--- src/rtl/result_arbiter_pkg.sv ---
// Shared types for the result port arbiter: operand/result select fields,
// the bundle carried to the result selecter, and the starvation FSM states.
package result_arbiter_pkg;

    typedef enum logic [1:0] {SIGN_RESULT, SIGN_OP_A, SIGN_OP_B, SIGN_ZERO} sign_select_t;
    typedef enum logic [1:0] {EXP_RESULT, EXP_OP_A, EXP_OP_B, EXP_ZERO} exponent_select_t;
    typedef enum logic [1:0] {FMSB_RESULT, FMSB_OP_A, FMSB_OP_B, FMSB_ONE} fraction_msb_select_t;
    typedef enum logic [1:0] {FLSB_RESULT, FLSB_OP_A, FLSB_OP_B, FLSB_ZERO} fraction_lsbs_select_t;

    typedef struct packed {
        sign_select_t          sign_sel;
        exponent_select_t      exponent_sel;
        fraction_msb_select_t  fraction_msb_sel;
        fraction_lsbs_select_t fraction_lsbs_sel;
        logic                  a_sign;
        logic [7:0]            a_exponent;
        logic [22:0]           a_fraction;
        logic                  b_sign;
        logic [7:0]            b_exponent;
        logic [22:0]           b_fraction;
        logic                  res_sign;
        logic [9:0]            res_exponent;
        logic [24:0]           res_fraction;
    } result_bundle_t;

    // Starvation tracking for results waiting behind the pipe path.
    typedef enum logic [1:0] {IDLE, WAIT, STALL, DRAIN} arb_state_t;

    // Wide enough for any sensible STARVE_LIMIT / ISSUE_LATENCY.
    localparam int CNT_W = 8;

endpackage

--- src/rtl/result_skid_fifo.sv ---
// Two-entry FIFO buffering div/sqrt results while the pipe path owns the port.
module result_skid_fifo
    import result_arbiter_pkg::*;
(
    input  logic           clk,
    input  logic           reset,
    input  logic           push,
    input  result_bundle_t push_data,
    input  logic           pop,
    output result_bundle_t head,
    output logic           empty,
    output logic           full
);

    result_bundle_t mem [2];
    logic           wr_ptr;
    logic           rd_ptr;
    logic [1:0]     count;

    // Pointer and occupancy tracking; simultaneous push/pop leaves count alone.
    always_ff @(posedge clk or posedge reset) begin
        if (reset) begin
            wr_ptr <= 1'b0;
            rd_ptr <= 1'b0;
            count  <= 2'd0;
        end else begin
            if (push) wr_ptr <= ~wr_ptr;
            if (pop)  rd_ptr <= ~rd_ptr;
            case ({push, pop})
                2'b10:   count <= count + 2'd1;
                2'b01:   count <= count - 2'd1;
                default: count <= count;
            endcase
        end
    end

    // Payload storage needs no reset; occupancy gates every read.
    always_ff @(posedge clk) begin
        if (push) mem[wr_ptr] <= push_data;
    end

    assign head  = mem[rd_ptr];
    assign empty = (count == 2'd0);
    assign full  = (count == 2'd2);

endmodule

--- src/rtl/result_port_arbiter.sv ---
// Merges the unstallable add/mul pipe and the div/sqrt unit onto one result
// port. Pipe results always win; iter results wait in a skid FIFO, and if they
// starve too long a one-cycle issue bubble is requested to make room.
module result_port_arbiter
    import result_arbiter_pkg::*;
#(
    parameter int STARVE_LIMIT  = 4,
    parameter int ISSUE_LATENCY = 3
) (
    input  logic           clk,
    input  logic           reset,
    input  logic           pipe_valid,
    input  result_bundle_t pipe_bundle,
    input  logic           iter_valid,
    input  result_bundle_t iter_bundle,
    output logic           iter_ready,
    output logic           issue_stall,
    output logic           out_valid,
    output result_bundle_t out_bundle,
    output logic           out_source
);

    localparam logic [CNT_W-1:0] STARVE_LAST = CNT_W'(STARVE_LIMIT - 1);
    localparam logic [CNT_W-1:0] DRAIN_LAST  = CNT_W'(ISSUE_LATENCY);

    result_bundle_t   fifo_head;
    logic             fifo_empty;
    logic             fifo_full;
    logic             pop;
    logic             push;
    logic             bypass;
    logic             blocked;
    arb_state_t       state;
    arb_state_t       state_next;
    logic [CNT_W-1:0] cnt;
    logic [CNT_W-1:0] cnt_next;

    // An iter result arriving to an idle port with nothing buffered goes
    // straight to the output register instead of through the FIFO.
    assign iter_ready = ~fifo_full;
    assign pop        = ~pipe_valid & ~fifo_empty;
    assign bypass     = ~pipe_valid & fifo_empty & iter_valid;
    assign push       = iter_valid & iter_ready & ~bypass;
    assign blocked    = pipe_valid & ~fifo_empty;

    result_skid_fifo u_fifo (
        .clk       (clk),
        .reset     (reset),
        .push      (push),
        .push_data (iter_bundle),
        .pop       (pop),
        .head      (fifo_head),
        .empty     (fifo_empty),
        .full      (fifo_full)
    );

    // Output register: pipe first, then buffered iter, then a bypassed iter.
    always_ff @(posedge clk or posedge reset) begin
        if (reset) begin
            out_valid  <= 1'b0;
            out_source <= 1'b0;
            out_bundle <= '0;
        end else if (pipe_valid) begin
            out_valid  <= 1'b1;
            out_source <= 1'b0;
            out_bundle <= pipe_bundle;
        end else if (pop) begin
            out_valid  <= 1'b1;
            out_source <= 1'b1;
            out_bundle <= fifo_head;
        end else if (bypass) begin
            out_valid  <= 1'b1;
            out_source <= 1'b1;
            out_bundle <= iter_bundle;
        end else begin
            out_valid  <= 1'b0;
        end
    end

    // Starvation FSM state and counter.
    always_ff @(posedge clk or posedge reset) begin
        if (reset) begin
            state <= IDLE;
            cnt   <= '0;
        end else begin
            state <= state_next;
            cnt   <= cnt_next;
        end
    end

    // Next state: count blocked cycles, request one bubble, then give the
    // bubble ISSUE_LATENCY cycles to reach the port before re-arming.
    always_comb begin
        state_next  = state;
        cnt_next    = cnt;
        issue_stall = 1'b0;
        case (state)
            IDLE: begin
                if (blocked) begin
                    state_next = WAIT;
                    cnt_next   = '0;
                end
            end
            WAIT: begin
                if (pop) begin
                    state_next = IDLE;
                    cnt_next   = '0;
                end else begin
                    cnt_next = cnt + CNT_W'(1);
                    if (cnt_next >= STARVE_LAST) state_next = STALL;
                end
            end
            STALL: begin
                issue_stall = 1'b1;
                state_next  = DRAIN;
                cnt_next    = '0;
            end
            DRAIN: begin
                if (pop || cnt >= DRAIN_LAST) begin
                    state_next = IDLE;
                    cnt_next   = '0;
                end else begin
                    cnt_next = cnt + CNT_W'(1);
                end
            end
            default: begin
                state_next = IDLE;
                cnt_next   = '0;
            end
        endcase
    end

endmodule

--- config.mk ---
export PLATFORM = sky130hd
export DESIGN_NAME = result_port_arbiter
export DESIGN_NICKNAME = d
export VERILOG_FILES = /design/src/rtl/result_arbiter_pkg.sv /design/src/rtl/result_skid_fifo.sv /design/src/rtl/result_port_arbiter.sv
export SDC_FILE = /design/constraint.sdc
export NUM_CORES = 1
export LEC_CHECK = 0
export CAP_MARGIN = 10
export CORE_UTILIZATION = 40
export CTS_BUF_LIST = sky130_fd_sc_hd__clkbuf_4 sky130_fd_sc_hd__clkbuf_8
export CTS_CLUSTER_SIZE = 25
export DETAILED_ROUTE_END_ITERATION = 16
export DONT_BUFFER_PORTS = 1
export GPL_TIMING_DRIVEN = 0
export PLACE_DENSITY = 0.6
export RECOVER_POWER = 100
export SETUP_SLACK_MARGIN = 0.1
export SYNTH_ARGS = -nofsm -noshare
export SYNTH_HDL_FRONTEND = slang
export SYNTH_SLANG_ARGS = --single-unit
--- constraint.sdc ---
create_clock -name clk -period 8.5 [get_ports clk]
set_input_delay 1.7 -clock clk [delete_from_list [all_inputs] [get_ports clk]]
set_output_delay 1.7 -clock clk [all_outputs]
set_load 0.01 [all_outputs]
======== Word level (Yosys, flattened, before mapping) ========
Memories as Yosys holds them, arrays and structs flattened.
Cells that the tools add are included.
operators by class
  muxes and demuxes ....................... 22
  equality and inequality tests ........... 9
  reduce and logical (&&, ||, !) cells .... 6
  order comparisons ....................... 2
  $add $sub $neg .......................... 3
  bitwise gates (word level) .............. 12
operators by type and width
  kind                   count
  $mux W108              3
  $pmux W8 S4            1
  $mux W8                3
  $ge A8 B2 Y1 const B   2
  $mux W1                9
  $add A8 B1 Y8 const B  1
  $eq A2 B2 Y1 const B   4
  $mux W2                4
  $pmux W2 S4            1
  $and A1 B1 Y1          6
  $not A1 Y1             6
  $eq A2 B1 Y1 const B   2
  $logic_not A2 Y1       2
  $ne A2 B2 Y1 const B   2
  $pmux W2 S2            1
  $ne A3 B3 Y1 const B   1
  $reduce_and A3 Y1      1
  $reduce_bool A3 Y1     1
  $add A2 B1 Y2 const B  1
  $reduce_bool A2 Y1     1
  $sub A2 B1 Y2 const B  1
  $logic_or A1 B1 Y1     1
storage, ports and cells
  input bits .............................. 220
  RAM bits ................................ 216
  memories kept ........................... 1
  bits in registers ....................... 124
  output and inout port bits .............. 112
memories
  name        words  bits a word  rd ports  clocked after memory_dff  write ports  line                    RTL
  u_fifo.mem  2      108          1         0                         1            result_skid_fifo.sv:15  result_bundle_t mem [2];

======== Longest topological paths before layout ========
  depth after elaboration ................. 7
  gate-level depth with buffers ........... 9

======== Hierarchy ========
From an unflattened synthesis, not the netlist that was laid out.
unflattened totals
  cells, all modules ...................... 1,042
  area, all modules ....................... 14,247.4 um^2
by module, submodules not included
  module               cells each  times used  area each (um^2)
  result_skid_fifo     353         1           8,006.4
  result_port_arbiter  689         1           6,241.0

======== Least setup slack after synthesis ========
Ideal clock, no wire load.
  path type ............................... input port to flip-flop
  from .................................... in iter_valid
  to ...................................... mem u_fifo.mem[0][0] (netlist name), enable pin
  arrival time ............................ 6,985 ps
  buffers on the path ..................... 3
  setup slack ............................. 939 ps
  data required time ...................... 7,924 ps
  stages on the path ...................... 5
  setup time .............................. 576 ps
  cell sequence ........................... buf_2 -> clkbuf_1 -> buf_2 -> o21ai_0 -> nor2_1
on the way
  cells in the longest elaborated chain, start to end .. 5
  elaborated cells on any way between the ends .. 6
  those cells by class .................... 2 x mux; 4 x bitwise
RTL lines
  element                            line                       RTL
  start: declaration                 result_port_arbiter.sv:14  input logic iter_valid,
  $and A1 B1 Y1                      result_port_arbiter.sv:42  assign bypass = ~pipe_valid & fifo_empty & iter_valid;
  $not A1 Y1                         result_port_arbiter.sv:43  assign push = iter_valid & iter_ready & ~bypass;
  $and A1 B1 Y1 (*)                  result_port_arbiter.sv:43
  $mux W1 (*)                        result_skid_fifo.sv:39     if (push) mem[wr_ptr] <= push_data;
  $mux W1 (not written as such) (*)  result_skid_fifo.sv:39
  end: declaration                   result_skid_fifo.sv:15
Mark *: on every way between the ends. The rest lies on a longest branch, timed or not.

======== Final worst setup path ========
  from .................................... in iter_valid
  to ...................................... mem u_fifo.mem[1][2] (netlist name), enable pin
Same word-level chain as after synthesis.

==> flow_summary_export.csv <==
group,metric,value,unit
min_path,holdPathStages,1,
min_path,hold_path_class,"flip-flop to flip-flop",
flow_run,max_cap_viol_count,5,
grt,grt_pass1_vias,10334,
placed_design,gp_congestion,0.782,
clock_network,tritoncts,"yes",
timing,rsz0062_at_grt,"no",
worst_setup_path,crit_fanout,23,
timing,max_slew_margin,-0.416,
worst_setup_path,rr_startpoint,"u_fifo.count[0]",
clock_network,clockBufferDepth,3,
clock_network,hold_buffers,0,
power_and_ir_drop,vdd.ir_drop.worst,0.157,mV
run_status,status,"complete, but fails checks",
placed_design,dp_hpwl,26800,um
synthesis,ys_warn_count,0,
routing,detail-route-antenna-nets,0,
synthesis,yosys.area.top_type_share,0.440,
clock_network,clock_latency,0.64,ns
synthesis,synth_cell_types,42,
cells_and_area,final_core_util,0.461,
timing,setup_tns,0,ns
synthesis,netlist_area,14700,sq um
cells_and_area,drive_above_1_share,0.106,
run_status,violations,"max-capacitance violations, max-slew violations",
routing,drtPass1Iterations,5,
clock_network,postCtsSetupRepairBufs,0,
min_path,hold_end,"u_fifo.wr_ptr",
worst_setup_path,critPathLaunchType,"input pin",
power_and_ir_drop,finalPower,5.51,mW
min_path,min-delay-start,"u_fifo.wr_ptr",
grt,grt_use_total,0.211,
cells_and_area,final_cells,1743,
cells_and_area,fin_area,16600,sq um
cells_and_area,fin_nets,1457,
synthesis,yosysTopAreaCell,"edfxtp_1",
power_and_ir_drop,p_per_area,333,nW/um^2
clock_network,htree_levels,2,
synthesis,synth_area_leaders,"edfxtp_1 (44%), dfrtp_1 (21%), mux2i_1 (7.3%)",
floorplanning,die_h,194,um
placed_design,dp_cells,1637,
synthesis,synth_edf_count,216,
timing,setup_slack,3.05,ns
routing,post-route-drc-count,0,
timing,hold_viol,0,
synthesis,async_flop_share,0.365,
timing,report.final.slew_viol_count,143,
floorplanning,die_x,194,um
routing,drt-total-wl,39800,um
clock_network,cts.clk_slew.worst_paths,0.06,ns
worst_setup_path,ff2ff_path_depth,6,
placed_design,placed_area,15500,sq um
routing,vias,9827,
worst_setup_path,worst_ep_arrival_time,5.77,ns
placed_design,place_worst_setup_slack,3.78,ns
grt,grt_max_degree,82,
timing,worstMarginPinSlew,2.11,ns
timing,min_period,5.45,ns
floorplanning,start_util,0.410,
timing,max_freq,184,MHz
routing,wl_per_cell,22.8,um
timing,hold_ws,0.514,ns
timing,setup_viol,0,
synthesis,ys_seq_elements,340,
floorplanning,fp.dieArea,37600,sq um
synthesis,syn-num-nets,1390,
power_and_ir_drop,leakage,6.11,nW
grt,grt_pass1_wl,60900,um
floorplanning,ios,332,
grt,antenna_found_initial,2,
clock_network,clock_sinks,340,
synthesis,syn-mean-instance-area,12.6,sq um
grt,overflow,0,
cells_and_area,fill_cells,3300,
clock_network,cts_resized,0,
floorplanning,rows,69,
cells_and_area,syn_to_final_growth,12.4,%
worst_setup_path,required,8.82,ns
worst_setup_path,end_kind,"flip-flop",
synthesis,syn_inst,1167,
worst_setup_path,path_class,"input pin to flip-flop",
timing,period_share,0.641,
routing,first_iter_violations,491,
synthesis,synth_flop_cell,"edfxtp_1",
synthesis,yosysSeqAreaShare,0.651,
floorplanning,core_area,35900,sq um
worst_setup_path,reg2reg_slack,4.64,ns
placed_design,numPortBuffers,0,
clock_network,cts_inserted_buffers,56,
worst_setup_path,r2r-end,"u_fifo.mem[1][2]",
routing,viasPerCell,5.64,
clock_network,cts_root_buf,"clkbuf_8",
worst_setup_path,crit_start,"iter_valid",
timing,skew,0.0184,ns
==> Yosys cell counts (all sizes together) (7+ instances only) <==
| library cell | n |
|---|---|
| mux2i | 108 |
| o21ai | 16 |
| clkbuf | 64 |
| a31oi | 12 |
| nor2 | 220 |
| a211oi | 101 |
| buf | 37 |
| nor4b | 101 |
| edfxtp | 216 |
| a22oi | 7 |
| a21oi | 105 |
| dfrtp | 124 |
| nand2 | 10 |
==> cell usage in the layout, fill, tap and decap left out, types with 12 or more instances in the layout <==
cell / n
a31oi_1: 12
nor2_1: 220
edfxtp_1: 216
clkbuf_8: 62
o21ai_0: 16
dfrtp_1: 124
a211oi_1: 101
clkbuf_1: 78
clkbuf_4: 29
buf_2: 23
nor4b_1: 101
a21oi_1: 105
mux2i_1: 108
==> registers in the layout (all words and copies together), names as in the netlist, named ones only <==
register / flops
cnt: 8
out_bundle: 108
out_source: 1
out_valid: 1
state: 1
u_fifo.count: 2
u_fifo.mem: 216
u_fifo.rd_ptr: 1
u_fifo.wr_ptr: 1
==> how the worst max path moves through the flow <==
stage                               to  slack (ns)  depth (start not counted)
global placement    u_fifo.mem[0][102]       -2.96                          5
finish                u_fifo.mem[1][2]        3.05                          7
CTS                  u_fifo.mem[0][48]        4.46                          7
floorplan             u_fifo.mem[0][0]        0.94                          5
detailed placement   u_fifo.mem[0][69]        3.78                          7
global route         u_fifo.mem[1][97]        2.71                          6
==> final cells by class <==
class                   instances  area [sq um]  area share
clock buffers                  91          1070      0.0647
multi-input cells             720          4630       0.279
clock inverters                14           100     0.00605
well taps                     461           577      0.0348
diodes                          1          2.50    0.000151
inverters                       6          23.8     0.00144
flip-flops and latches        340          9590       0.579
repair buffers                  9           154     0.00930
plain buffers                 101           412      0.0249
==> power by group <==
group / internal, mW / switching, mW / total (mW) / leakage (nW)
Combinational: 0.527 / 1.02 / 1.55 / 1.99
Clock: 0.828 / 0.653 / 1.48 / 0.639
Sequential: 2.21 / 0.266 / 2.48 / 3.48
Total: 3.57 / 1.94 / 5.51 / 6.11
==> logic make-up after synthesis <==
logic type,after synthesis,share of synthesized area
AO/OA/AOI/OAI,251,0.107
XOR/XNOR,8,0.00476
adder cells (fa/ha/maj),3,0.00255
buffers and inverters,107,0.0338
flip-flops,340,0.651
multiplexers,108,0.0734
AND/OR/NAND/NOR,350,0.127
==> critical path, stage by stage <==
cell      delay (ns)
clkbuf_1        0.73
clkbuf_1        0.49
clkbuf_1        0.43
o21ai_0         0.32
nor2_1          0.56
clkbuf_1        1.20
buf_12          0.29
==> layer usage <==
metal,global-route usage,part of all wire,vias up
li1,-,-,4539
met1,0.267,0.41,4832
met2,0.341,0.48,391
met3,0.0682,0.086,65
met4,0.0729,0.026,0
met5,0,0,-
Power figures use the tool's default switching activity.
